$ cat src/rtl/lsu_handshake_if.sv
// ---------------------------------------------------------------------------
// lsu_handshake_if / lsu_mem_if
//
// Purpose: bundles for the load/store unit.
//   lsu_handshake_if : MEM-stage side (request in, response/busy out).
//     modport master : pipeline side that issues accesses.
//     modport slave  : load/store unit side.
//     Signals: req_valid, req_ready, req_we, req_size, req_unsigned,
//              req_addr (byte address), req_wdata, resp_valid, resp_err,
//              resp_rdata, busy.
//   lsu_mem_if : memory side (request/grant, then read response).
//     modport master : load/store unit side.
//     modport slave  : memory side.
//     Signals: mem_req, mem_gnt, mem_we, mem_addr (word address),
//              mem_wstrb, mem_wdata, mem_rvalid, mem_rdata.
// ---------------------------------------------------------------------------
`timescale 1ns/1ps

interface lsu_handshake_if #(
  parameter int XLEN   = 32,
  parameter int ADDR_W = 16
);
  localparam int OFF_W = $clog2(XLEN / 8);

  logic                    req_valid;
  logic                    req_ready;
  logic                    req_we;
  logic [1:0]              req_size;
  logic                    req_unsigned;
  logic [ADDR_W+OFF_W-1:0] req_addr;
  logic [XLEN-1:0]         req_wdata;
  logic                    resp_valid;
  logic                    resp_err;
  logic [XLEN-1:0]         resp_rdata;
  logic                    busy;

  modport master (
    output req_valid, req_we, req_size, req_unsigned, req_addr, req_wdata,
    input  req_ready, resp_valid, resp_err, resp_rdata, busy
  );

  modport slave (
    input  req_valid, req_we, req_size, req_unsigned, req_addr, req_wdata,
    output req_ready, resp_valid, resp_err, resp_rdata, busy
  );
endinterface

interface lsu_mem_if #(
  parameter int XLEN   = 32,
  parameter int ADDR_W = 16
);
  logic                mem_req;
  logic                mem_gnt;
  logic                mem_we;
  logic [ADDR_W-1:0]   mem_addr;
  logic [XLEN/8-1:0]   mem_wstrb;
  logic [XLEN-1:0]     mem_wdata;
  logic                mem_rvalid;
  logic [XLEN-1:0]     mem_rdata;

  modport master (
    output mem_req, mem_we, mem_addr, mem_wstrb, mem_wdata,
    input  mem_gnt, mem_rvalid, mem_rdata
  );

  modport slave (
    input  mem_req, mem_we, mem_addr, mem_wstrb, mem_wdata,
    output mem_gnt, mem_rvalid, mem_rdata
  );
endinterface

$ cat src/rtl/lsu_handshake.sv
// ---------------------------------------------------------------------------
// lsu_handshake
//
// Purpose: MEM-stage load/store unit. Accepts one access at a time from the
// pipeline, checks alignment, issues a request/grant transaction to a memory
// that may stall, extracts/extends load data and returns a one-cycle
// response. busy stalls the pipeline while an access is in flight.
//
// Ports:
//   clk   : clock, rising edge
//   rst   : synchronous active-high reset
//   core  : lsu_handshake_if.slave (req_*, resp_*, busy)
//   mem   : lsu_mem_if.master      (mem_*)
//
// Optional feature: define LSU_TIMEOUT_EN to build a watchdog that ends a
// stalled REQ/WAIT_R after TIMEOUT_CYC cycles with resp_err=1.
// ---------------------------------------------------------------------------
`timescale 1ns/1ps

module lsu_handshake #(
  parameter int XLEN        = 32,
  parameter int ADDR_W      = 16,
  parameter int TIMEOUT_CYC = 255
) (
  input  logic           clk,
  input  logic           rst,
  lsu_handshake_if.slave core,
  lsu_mem_if.master      mem
);
  localparam int STRB_W = XLEN / 8;
  localparam int OFF_W  = $clog2(STRB_W);

  typedef enum logic [1:0] {IDLE, REQ, WAIT_R, RESP} state_t;
  state_t state_reg, state_next;

  logic              mem_req_reg, mem_req_next;
  logic              mem_we_reg, mem_we_next;
  logic [ADDR_W-1:0] mem_addr_reg, mem_addr_next;
  logic [STRB_W-1:0] mem_wstrb_reg, mem_wstrb_next;
  logic [XLEN-1:0]   mem_wdata_reg, mem_wdata_next;
  logic              resp_valid_reg, resp_valid_next;
  logic              resp_err_reg, resp_err_next;
  logic [XLEN-1:0]   resp_rdata_reg, resp_rdata_next;
  logic [1:0]        size_reg, size_next;
  logic              unsigned_reg, unsigned_next;
  logic [OFF_W-1:0]  off_reg, off_next;
  logic              err_reg, err_next;
  logic [XLEN-1:0]   load_reg, load_next;

  logic              accept;
  logic [OFF_W-1:0]  req_off;
  logic              misaligned;
  logic [STRB_W-1:0] strb_base;
  logic [STRB_W-1:0] store_strb;
  logic [XLEN-1:0]   store_data;
  logic [XLEN-1:0]   rdata_shifted;
  logic [XLEN-1:0]   load_ext;
  logic              fill_bit;
  logic              timeout;

  genvar gi;

  assign core.req_ready = (state_reg == IDLE) && !rst;
  assign core.busy      = (state_reg != IDLE);
  assign accept         = core.req_valid && core.req_ready;
  assign req_off        = core.req_addr[OFF_W-1:0];

  // Size 3 is only legal on a 64-bit datapath.
  always_comb begin
    misaligned = 1'b0;
    case (core.req_size)
      2'd0:    misaligned = 1'b0;
      2'd1:    misaligned = req_off[0];
      2'd2:    misaligned = |req_off[1:0];
      default: misaligned = (XLEN == 32) ? 1'b1 : |req_off;
    endcase
  end

  always_comb begin
    strb_base = '1;
    case (core.req_size)
      2'd0:    strb_base = STRB_W'(1);
      2'd1:    strb_base = STRB_W'(3);
      2'd2:    strb_base = STRB_W'(15);
      default: strb_base = '1;
    endcase
  end
  assign store_strb = strb_base << req_off;

  // Replicate the right-aligned store operand so whichever lanes the strobe
  // selects already carry the right byte.
  for (gi = 0; gi < STRB_W; gi++) begin : g_lane
    logic [7:0] lane;
    always_comb begin
      lane = core.req_wdata[8*gi +: 8];
      case (core.req_size)
        2'd0:    lane = core.req_wdata[7:0];
        2'd1:    lane = core.req_wdata[8*(gi%2) +: 8];
        2'd2:    lane = core.req_wdata[8*(gi%4) +: 8];
        default: lane = core.req_wdata[8*gi +: 8];
      endcase
    end
    assign store_data[8*gi +: 8] = lane;
  end

  // Load path: bring the addressed bytes down to bit 0, then fill the upper
  // bits with zeros or the sign bit of the accessed width.
  assign rdata_shifted = mem.mem_rdata >> {off_reg, 3'b000};

  always_comb begin
    fill_bit = 1'b0;
    case (size_reg)
      2'd0:    fill_bit = rdata_shifted[7];
      2'd1:    fill_bit = rdata_shifted[15];
      2'd2:    fill_bit = rdata_shifted[31];
      default: fill_bit = 1'b0;
    endcase
    fill_bit = fill_bit && !unsigned_reg;
  end

  for (gi = 0; gi < XLEN; gi++) begin : g_ext
    logic keep;
    always_comb begin
      keep = 1'b1;
      case (size_reg)
        2'd0:    keep = (gi < 8);
        2'd1:    keep = (gi < 16);
        2'd2:    keep = (gi < 32);
        default: keep = 1'b1;
      endcase
    end
    assign load_ext[gi] = keep ? rdata_shifted[gi] : fill_bit;
  end

  always_comb begin
    state_next     = state_reg;
    mem_req_next   = mem_req_reg;
    mem_we_next    = mem_we_reg;
    mem_addr_next  = mem_addr_reg;
    mem_wstrb_next = mem_wstrb_reg;
    mem_wdata_next = mem_wdata_reg;
    size_next      = size_reg;
    unsigned_next  = unsigned_reg;
    off_next       = off_reg;
    err_next       = err_reg;
    load_next      = load_reg;
    // The response registers are loaded while leaving RESP, so the pulse
    // lands in the cycle after RESP and is low otherwise.
    resp_valid_next = (state_reg == RESP);
    resp_err_next   = (state_reg == RESP) && err_reg;
    resp_rdata_next = ((state_reg == RESP) && !err_reg && !mem_we_reg) ? load_reg : '0;

    case (state_reg)
      IDLE: begin
        if (accept) begin
          size_next     = core.req_size;
          unsigned_next = core.req_unsigned;
          off_next      = req_off;
          err_next      = misaligned;
          load_next     = '0;
          if (misaligned) begin
            state_next = RESP;
          end else begin
            state_next     = REQ;
            mem_req_next   = 1'b1;
            mem_we_next    = core.req_we;
            mem_addr_next  = core.req_addr[ADDR_W+OFF_W-1:OFF_W];
            mem_wstrb_next = core.req_we ? store_strb : '0;
            mem_wdata_next = core.req_we ? store_data : '0;
          end
        end
      end
      REQ: begin
        if (mem.mem_gnt) begin
          mem_req_next = 1'b0;
          state_next   = mem_we_reg ? RESP : WAIT_R;
        end else if (timeout) begin
          mem_req_next = 1'b0;
          err_next     = 1'b1;
          state_next   = RESP;
        end
      end
      WAIT_R: begin
        if (mem.mem_rvalid) begin
          load_next  = load_ext;
          state_next = RESP;
        end else if (timeout) begin
          err_next   = 1'b1;
          state_next = RESP;
        end
      end
      RESP:    state_next = IDLE;
      default: state_next = IDLE;
    endcase
  end

`ifdef LSU_TIMEOUT_EN
  localparam int CNT_W = $clog2(TIMEOUT_CYC + 1);
  logic [CNT_W-1:0] cnt_reg, cnt_next;
  logic             waiting;

  assign waiting = (state_reg == REQ) || (state_reg == WAIT_R);
  assign timeout = waiting && (cnt_reg == CNT_W'(TIMEOUT_CYC));

  // Restart on every entry to a waiting state; saturate rather than wrap.
  always_comb begin
    cnt_next = cnt_reg;
    if ((state_next != state_reg) && ((state_next == REQ) || (state_next == WAIT_R)))
      cnt_next = '0;
    else if (waiting && (cnt_reg != CNT_W'(TIMEOUT_CYC)))
      cnt_next = cnt_reg + CNT_W'(1);
  end

  always_ff @(posedge clk) begin
    if (rst) cnt_reg <= '0;
    else     cnt_reg <= cnt_next;
  end
`else
  // Without the watchdog the unit waits for the memory indefinitely.
  logic unused_timeout_cyc;
  assign unused_timeout_cyc = |TIMEOUT_CYC;
  assign timeout            = 1'b0;
`endif

  always_ff @(posedge clk) begin
    if (rst) begin
      state_reg      <= IDLE;
      mem_req_reg    <= 1'b0;
      mem_we_reg     <= 1'b0;
      mem_addr_reg   <= '0;
      mem_wstrb_reg  <= '0;
      mem_wdata_reg  <= '0;
      resp_valid_reg <= 1'b0;
      resp_err_reg   <= 1'b0;
      resp_rdata_reg <= '0;
      size_reg       <= '0;
      unsigned_reg   <= 1'b0;
      off_reg        <= '0;
      err_reg        <= 1'b0;
      load_reg       <= '0;
    end else begin
      state_reg      <= state_next;
      mem_req_reg    <= mem_req_next;
      mem_we_reg     <= mem_we_next;
      mem_addr_reg   <= mem_addr_next;
      mem_wstrb_reg  <= mem_wstrb_next;
      mem_wdata_reg  <= mem_wdata_next;
      resp_valid_reg <= resp_valid_next;
      resp_err_reg   <= resp_err_next;
      resp_rdata_reg <= resp_rdata_next;
      size_reg       <= size_next;
      unsigned_reg   <= unsigned_next;
      off_reg        <= off_next;
      err_reg        <= err_next;
      load_reg       <= load_next;
    end
  end

  assign mem.mem_req     = mem_req_reg;
  assign mem.mem_we      = mem_we_reg;
  assign mem.mem_addr    = mem_addr_reg;
  assign mem.mem_wstrb   = mem_wstrb_reg;
  assign mem.mem_wdata   = mem_wdata_reg;
  assign core.resp_valid = resp_valid_reg;
  assign core.resp_err   = resp_err_reg;
  assign core.resp_rdata = resp_rdata_reg;

endmodule

$ cat src/flat_wrapper.sv
// flat-port wrapper written by rule: the top's interface ports become plain ports
module lsu_handshake_flat 
#(
  parameter int XLEN        = 32,
  parameter int ADDR_W      = 16,
  parameter int TIMEOUT_CYC = 255
)
  (clk, rst, core_req_valid, core_req_we, core_req_size, core_req_unsigned, core_req_addr, core_req_wdata, core_req_ready, core_resp_valid, core_resp_err, core_resp_rdata, core_busy, mem_mem_req, mem_mem_we, mem_mem_addr, mem_mem_wstrb, mem_mem_wdata, mem_mem_gnt, mem_mem_rvalid, mem_mem_rdata);
  lsu_handshake_if #(.XLEN(XLEN), .ADDR_W(ADDR_W)) core_i ();
  lsu_mem_if #(.XLEN(XLEN), .ADDR_W(ADDR_W)) mem_i ();
  input  logic clk;
  input  logic rst;
  input wire logic [$bits(core_i.req_valid)-1:0] core_req_valid;
  input wire logic [$bits(core_i.req_we)-1:0] core_req_we;
  input wire logic [$bits(core_i.req_size)-1:0] core_req_size;
  input wire logic [$bits(core_i.req_unsigned)-1:0] core_req_unsigned;
  input wire logic [$bits(core_i.req_addr)-1:0] core_req_addr;
  input wire logic [$bits(core_i.req_wdata)-1:0] core_req_wdata;
  output wire logic [$bits(core_i.req_ready)-1:0] core_req_ready;
  output wire logic [$bits(core_i.resp_valid)-1:0] core_resp_valid;
  output wire logic [$bits(core_i.resp_err)-1:0] core_resp_err;
  output wire logic [$bits(core_i.resp_rdata)-1:0] core_resp_rdata;
  output wire logic [$bits(core_i.busy)-1:0] core_busy;
  output wire logic [$bits(mem_i.mem_req)-1:0] mem_mem_req;
  output wire logic [$bits(mem_i.mem_we)-1:0] mem_mem_we;
  output wire logic [$bits(mem_i.mem_addr)-1:0] mem_mem_addr;
  output wire logic [$bits(mem_i.mem_wstrb)-1:0] mem_mem_wstrb;
  output wire logic [$bits(mem_i.mem_wdata)-1:0] mem_mem_wdata;
  input wire logic [$bits(mem_i.mem_gnt)-1:0] mem_mem_gnt;
  input wire logic [$bits(mem_i.mem_rvalid)-1:0] mem_mem_rvalid;
  input wire logic [$bits(mem_i.mem_rdata)-1:0] mem_mem_rdata;
  assign core_i.req_valid = core_req_valid;
  assign core_i.req_we = core_req_we;
  assign core_i.req_size = core_req_size;
  assign core_i.req_unsigned = core_req_unsigned;
  assign core_i.req_addr = core_req_addr;
  assign core_i.req_wdata = core_req_wdata;
  assign core_req_ready = core_i.req_ready;
  assign core_resp_valid = core_i.resp_valid;
  assign core_resp_err = core_i.resp_err;
  assign core_resp_rdata = core_i.resp_rdata;
  assign core_busy = core_i.busy;
  assign mem_mem_req = mem_i.mem_req;
  assign mem_mem_we = mem_i.mem_we;
  assign mem_mem_addr = mem_i.mem_addr;
  assign mem_mem_wstrb = mem_i.mem_wstrb;
  assign mem_mem_wdata = mem_i.mem_wdata;
  assign mem_i.mem_gnt = mem_mem_gnt;
  assign mem_i.mem_rvalid = mem_mem_rvalid;
  assign mem_i.mem_rdata = mem_mem_rdata;
  lsu_handshake #(.XLEN(XLEN), .ADDR_W(ADDR_W), .TIMEOUT_CYC(TIMEOUT_CYC)) u_core (.clk(clk), .rst(rst), .core(core_i), .mem(mem_i));
endmodule
$ cat config.mk
export PLATFORM = sky130hd
export DESIGN_NAME = lsu_handshake_flat
export DESIGN_NICKNAME = d
export VERILOG_FILES = /design/src/rtl/lsu_handshake_if.sv /design/src/rtl/lsu_handshake.sv /design/src/flat_wrapper.sv
export SDC_FILE = /design/constraint.sdc
export NUM_CORES = 1
export LEC_CHECK = 0
export ABC_CLOCK_PERIOD_IN_PS = 2700
export CORE_MARGIN = 2
export CORE_UTILIZATION = 62
export DETAILED_ROUTE_END_ITERATION = 8
export DONT_BUFFER_PORTS = 1
export PLACE_DENSITY = 0.75
export SYNTH_ARGS = -nofsm -noshare
export SYNTH_HDL_FRONTEND = slang
export SYNTH_SLANG_ARGS = --single-unit
$ cat constraint.sdc
create_clock -name clk -period 2.7 [get_ports clk]
set_input_delay 0.405 -clock clk [delete_from_list [all_inputs] [get_ports clk]]
set_output_delay 0.405 -clock clk [all_outputs]
set_load 0.005 [all_outputs]
==> flow_metrics.py, run 1 <==
metrics = {
    "die": {
        "die_x_um": 95.4,
        "die_h_um": 95.4,
        "rows": 33,
        "initial_utilization_pct": 63.6,
        "ios": 181,
        "die_area_sq_um": 9090,
        "core_area_sq_um": 8130,
    },
    "detailed_routing": {
        "drcViolationCount": 0,
        "antenna_left": 0,
        "routed_wl_um": 12200,
        "vias_per_cell": 6.08,
        "vias": 4046,
        "wire_per_inst_um": 18.4,
        "drt_iter0_drc": 213,
        "first_pass_iters": 7,
    },
    "layout": {
        "fin_cells": 665,
        "area_growth_syn_to_layout_pct": 12.6,
        "finalNetCount": 644,
        "antenna_cells": 0,
        "final_common_cell": "dfxtp_1",
        "layout_common_cells": "dfxtp_1, nand2_1, a21oi_1",
        "utilization_pct": 71.7,
        "finalInstanceArea_sq_um": 5830,
        "drive_above_1_share_pct": 12.9,
    },
    "power": {
        "p_leak_uw": 0.00212,
        "total_power_uw": 5040,
        "ir_worst_vdd_v": 0.000529,
        "powerDensity_nw_per_um2": 865,
    },
    "setup_path": {
        "crit_path_frequent_cell": "inv_1",
        "r2r-start": "u_core.state_reg[0]",
        "cp_slowest_cell": "a2111oi_4",
        "worstPathArrival_ns": 2.77,
        "crit_path_end_kind": "register",
        "startpoint_type": "register",
        "criticalPathCategory": "register to register",
        "critPathRequiredTime_ns": 3.14,
        "cp_max_fo": 16,
        "path_cells": "inv_1 > ha_1 > inv_1 > o2111ai_1 > buf_4 > a2111oi_4 > a221o_1",
        "cp-startpoint": "u_core.state_reg[0]",
        "critical-path-max-stage-delay_ns": 0.78,
    },
    "timing": {
        "clock_skew_ns": 0.00933,
        "slew_violations": 0,
        "max-slew-margin-rel_pct": 28.7,
        "fmax_ghz": 0.430,
        "hold_viol": 0,
        "period_share_pct": 86.2,
        "grt_setup_unrepaired": "false",
        "worst_pin_slew_ns": 1.07,
        "period_minus_slack_ns": 2.33,
        "setup_tns_ns": 0,
        "setup_viol": 0,
    },
    "yosys": {
        "synth_nets": 659,
        "syn_area_per_cell_sq_um": 9.19,
        "postSynthCellCount": 563,
        "yosysUniqueCellTypes": 41,
        "synth_edf_count": 0,
        "ys_ff_latch": 128,
        "yosys.area.top_type": "dfxtp_1",
        "async_reset_ff_share_pct": 0,
        "synth_top_area_share_pct": 49.5,
        "synth_top_flop_cell": "dfxtp_1",
        "synth.area.top_cells": "dfxtp_1, a21oi_1, nand2_1",
        "yosysSeqAreaShare_pct": 49.5,
        "syn_area_sq_um": 5170,
        "yosysWarnings": 0,
    },
    "placed_design": {
        "place_area_sq_um": 5210,
        "numPortBuffers": 0,
        "dp_hpwl_um": 8400,
        "dp.cells": 632,
        "gp_routability_congestion": 0.922,
    },
    "clock_tree": {
        "holdBufCountCts": 2,
        "cts_buffer_depth": 2,
        "cts_max_level": 4,
        "path_clk_slew_ns": 0.06,
        "cts_tree": "done",
        "cts-root-buf": "clkbuf_8",
        "worst_skew_pair.late_latency_ns": 0.51,
        "cts_resized": 0,
        "cts.sinks": 128,
        "cts_buffers": 17,
        "post-cts-setup-buffers": 0,
    },
    "grt": {
        "grt_first_pass_wirelength_um": 18600,
        "grt_pass1_vias": 3787,
        "grt_start_max_net_pins": 63,
        "antenna_found_initial": 0,
        "grt_use_total_pct": 26.8,
        "grt-ovfl-total": 0,
    },
    "job": {
        "drv_cap": 0,
    },
    "run_status": {
        "status": "completed",
    },
    "hold_path": {
        "hold_class": "input pin to register",
        "min_from": "core_req_addr[6]",
    },
}
==> final cells by class <==
class / count / area [sq um]
clock buffer: 19 / 442
multi-input combinational: 384 / 2420
sequential: 128 / 2560
clock inverter: 12 / 136
inverter: 6 / 22.5
timing repair buffer: 11 / 118
fill: 617 / 2310
tap: 105 / 131
==> final timing paths <==
| path | end | slack [ns] | cells after the start |
|---|---|---|---|
| setup reg to reg | u_core.load_reg[20] | 0.37 | 7 |
| hold reg to reg | u_core.core.resp_rdata[12] | 0.46 | 1 |
| setup / recovery | u_core.load_reg[20] | 0.37 | 7 |
| hold / removal | u_core.mem.mem_addr[4] | 0.03 | 2 |
==> power by group <==
part / internal, uW / switching, uW
Clock: 1360 / 816
Sequential: 2000 / 88.6
Combinational: 307 / 469
==> worst max-delay path, delay by kind of cell, from the launching register on <==
kind | cells | cell delay, ns
compound gates | 3 | 1.14
buf+inv | 3 | 0.45
flops | 1 | 0.40
fa+ha+maj | 1 | 0.27
==> synthesized netlist by cell type (2+ instances only) <==
master       n
a31oi_1      2
o2bb2ai_1    7
o21ai_0     20
a22o_1       8
ha_1         5
a221o_1     16
nor2_1      15
a21oi_1     75
nand3_1     38
buf_1        3
buf_2        7
nand2b_1     4
o2111ai_1    2
a211o_1      2
mux2i_1     23
nor2b_1      3
and2_1      35
nand2_1     86
inv_1        6
mux2_2      24
dfxtp_1    128
clkbuf_1    33
nor3_1       2
or4b_1       2
==> metal layers <==
| metal | part of all wire [%] | global-route usage [%] |
|---|---|---|
| met1 | 36 | 30.1 |
| met2 | 49 | 44.5 |
| met3 | 12 | 11.9 |
| met4 | 2.3 | 10.3 |
| met5 | 0 | 0 |
==> per-stage QoR <==
step	hold slack, ns	setup WS [ns]
after floorplan	0.424	0.647
after global placement	0.446	0.550
after detailed placement	0.447	0.449
after CTS	0.00919	0.417
after global routing	0.0113	0.197
final	0.0305	0.373
==> logic make-up (layout without fill, tap and decap cells) <==
logic type | after synthesis | in the layout | synth area share, %
AOI/OAI and AO/OA | 142 | 142 | 17.8
DFF | 128 | 128 | 49.5
adders and majority gates | 5 | 5 | 1.21
muxes | 48 | 48 | 10.1
and+or+nand+nor | 189 | 189 | 17.3
buffers and inverters | 51 | 48 | 4.04
Note: power is estimated with default switching activity, not from simulation.
==> run 2: changes to the inputs <==
--- a/config.mk
+++ b/config.mk
@@ -5,6 +5,7 @@
 export SDC_FILE = /design/constraint.sdc
 export NUM_CORES = 1
 export LEC_CHECK = 0
+export ABC_AREA = 0
 export ABC_CLOCK_PERIOD_IN_PS = 2700
 export CORE_MARGIN = 2
 export CORE_UTILIZATION = 62
==> results of run 2 <==
Final layout, timing and power as in run 1 (identical DEF).
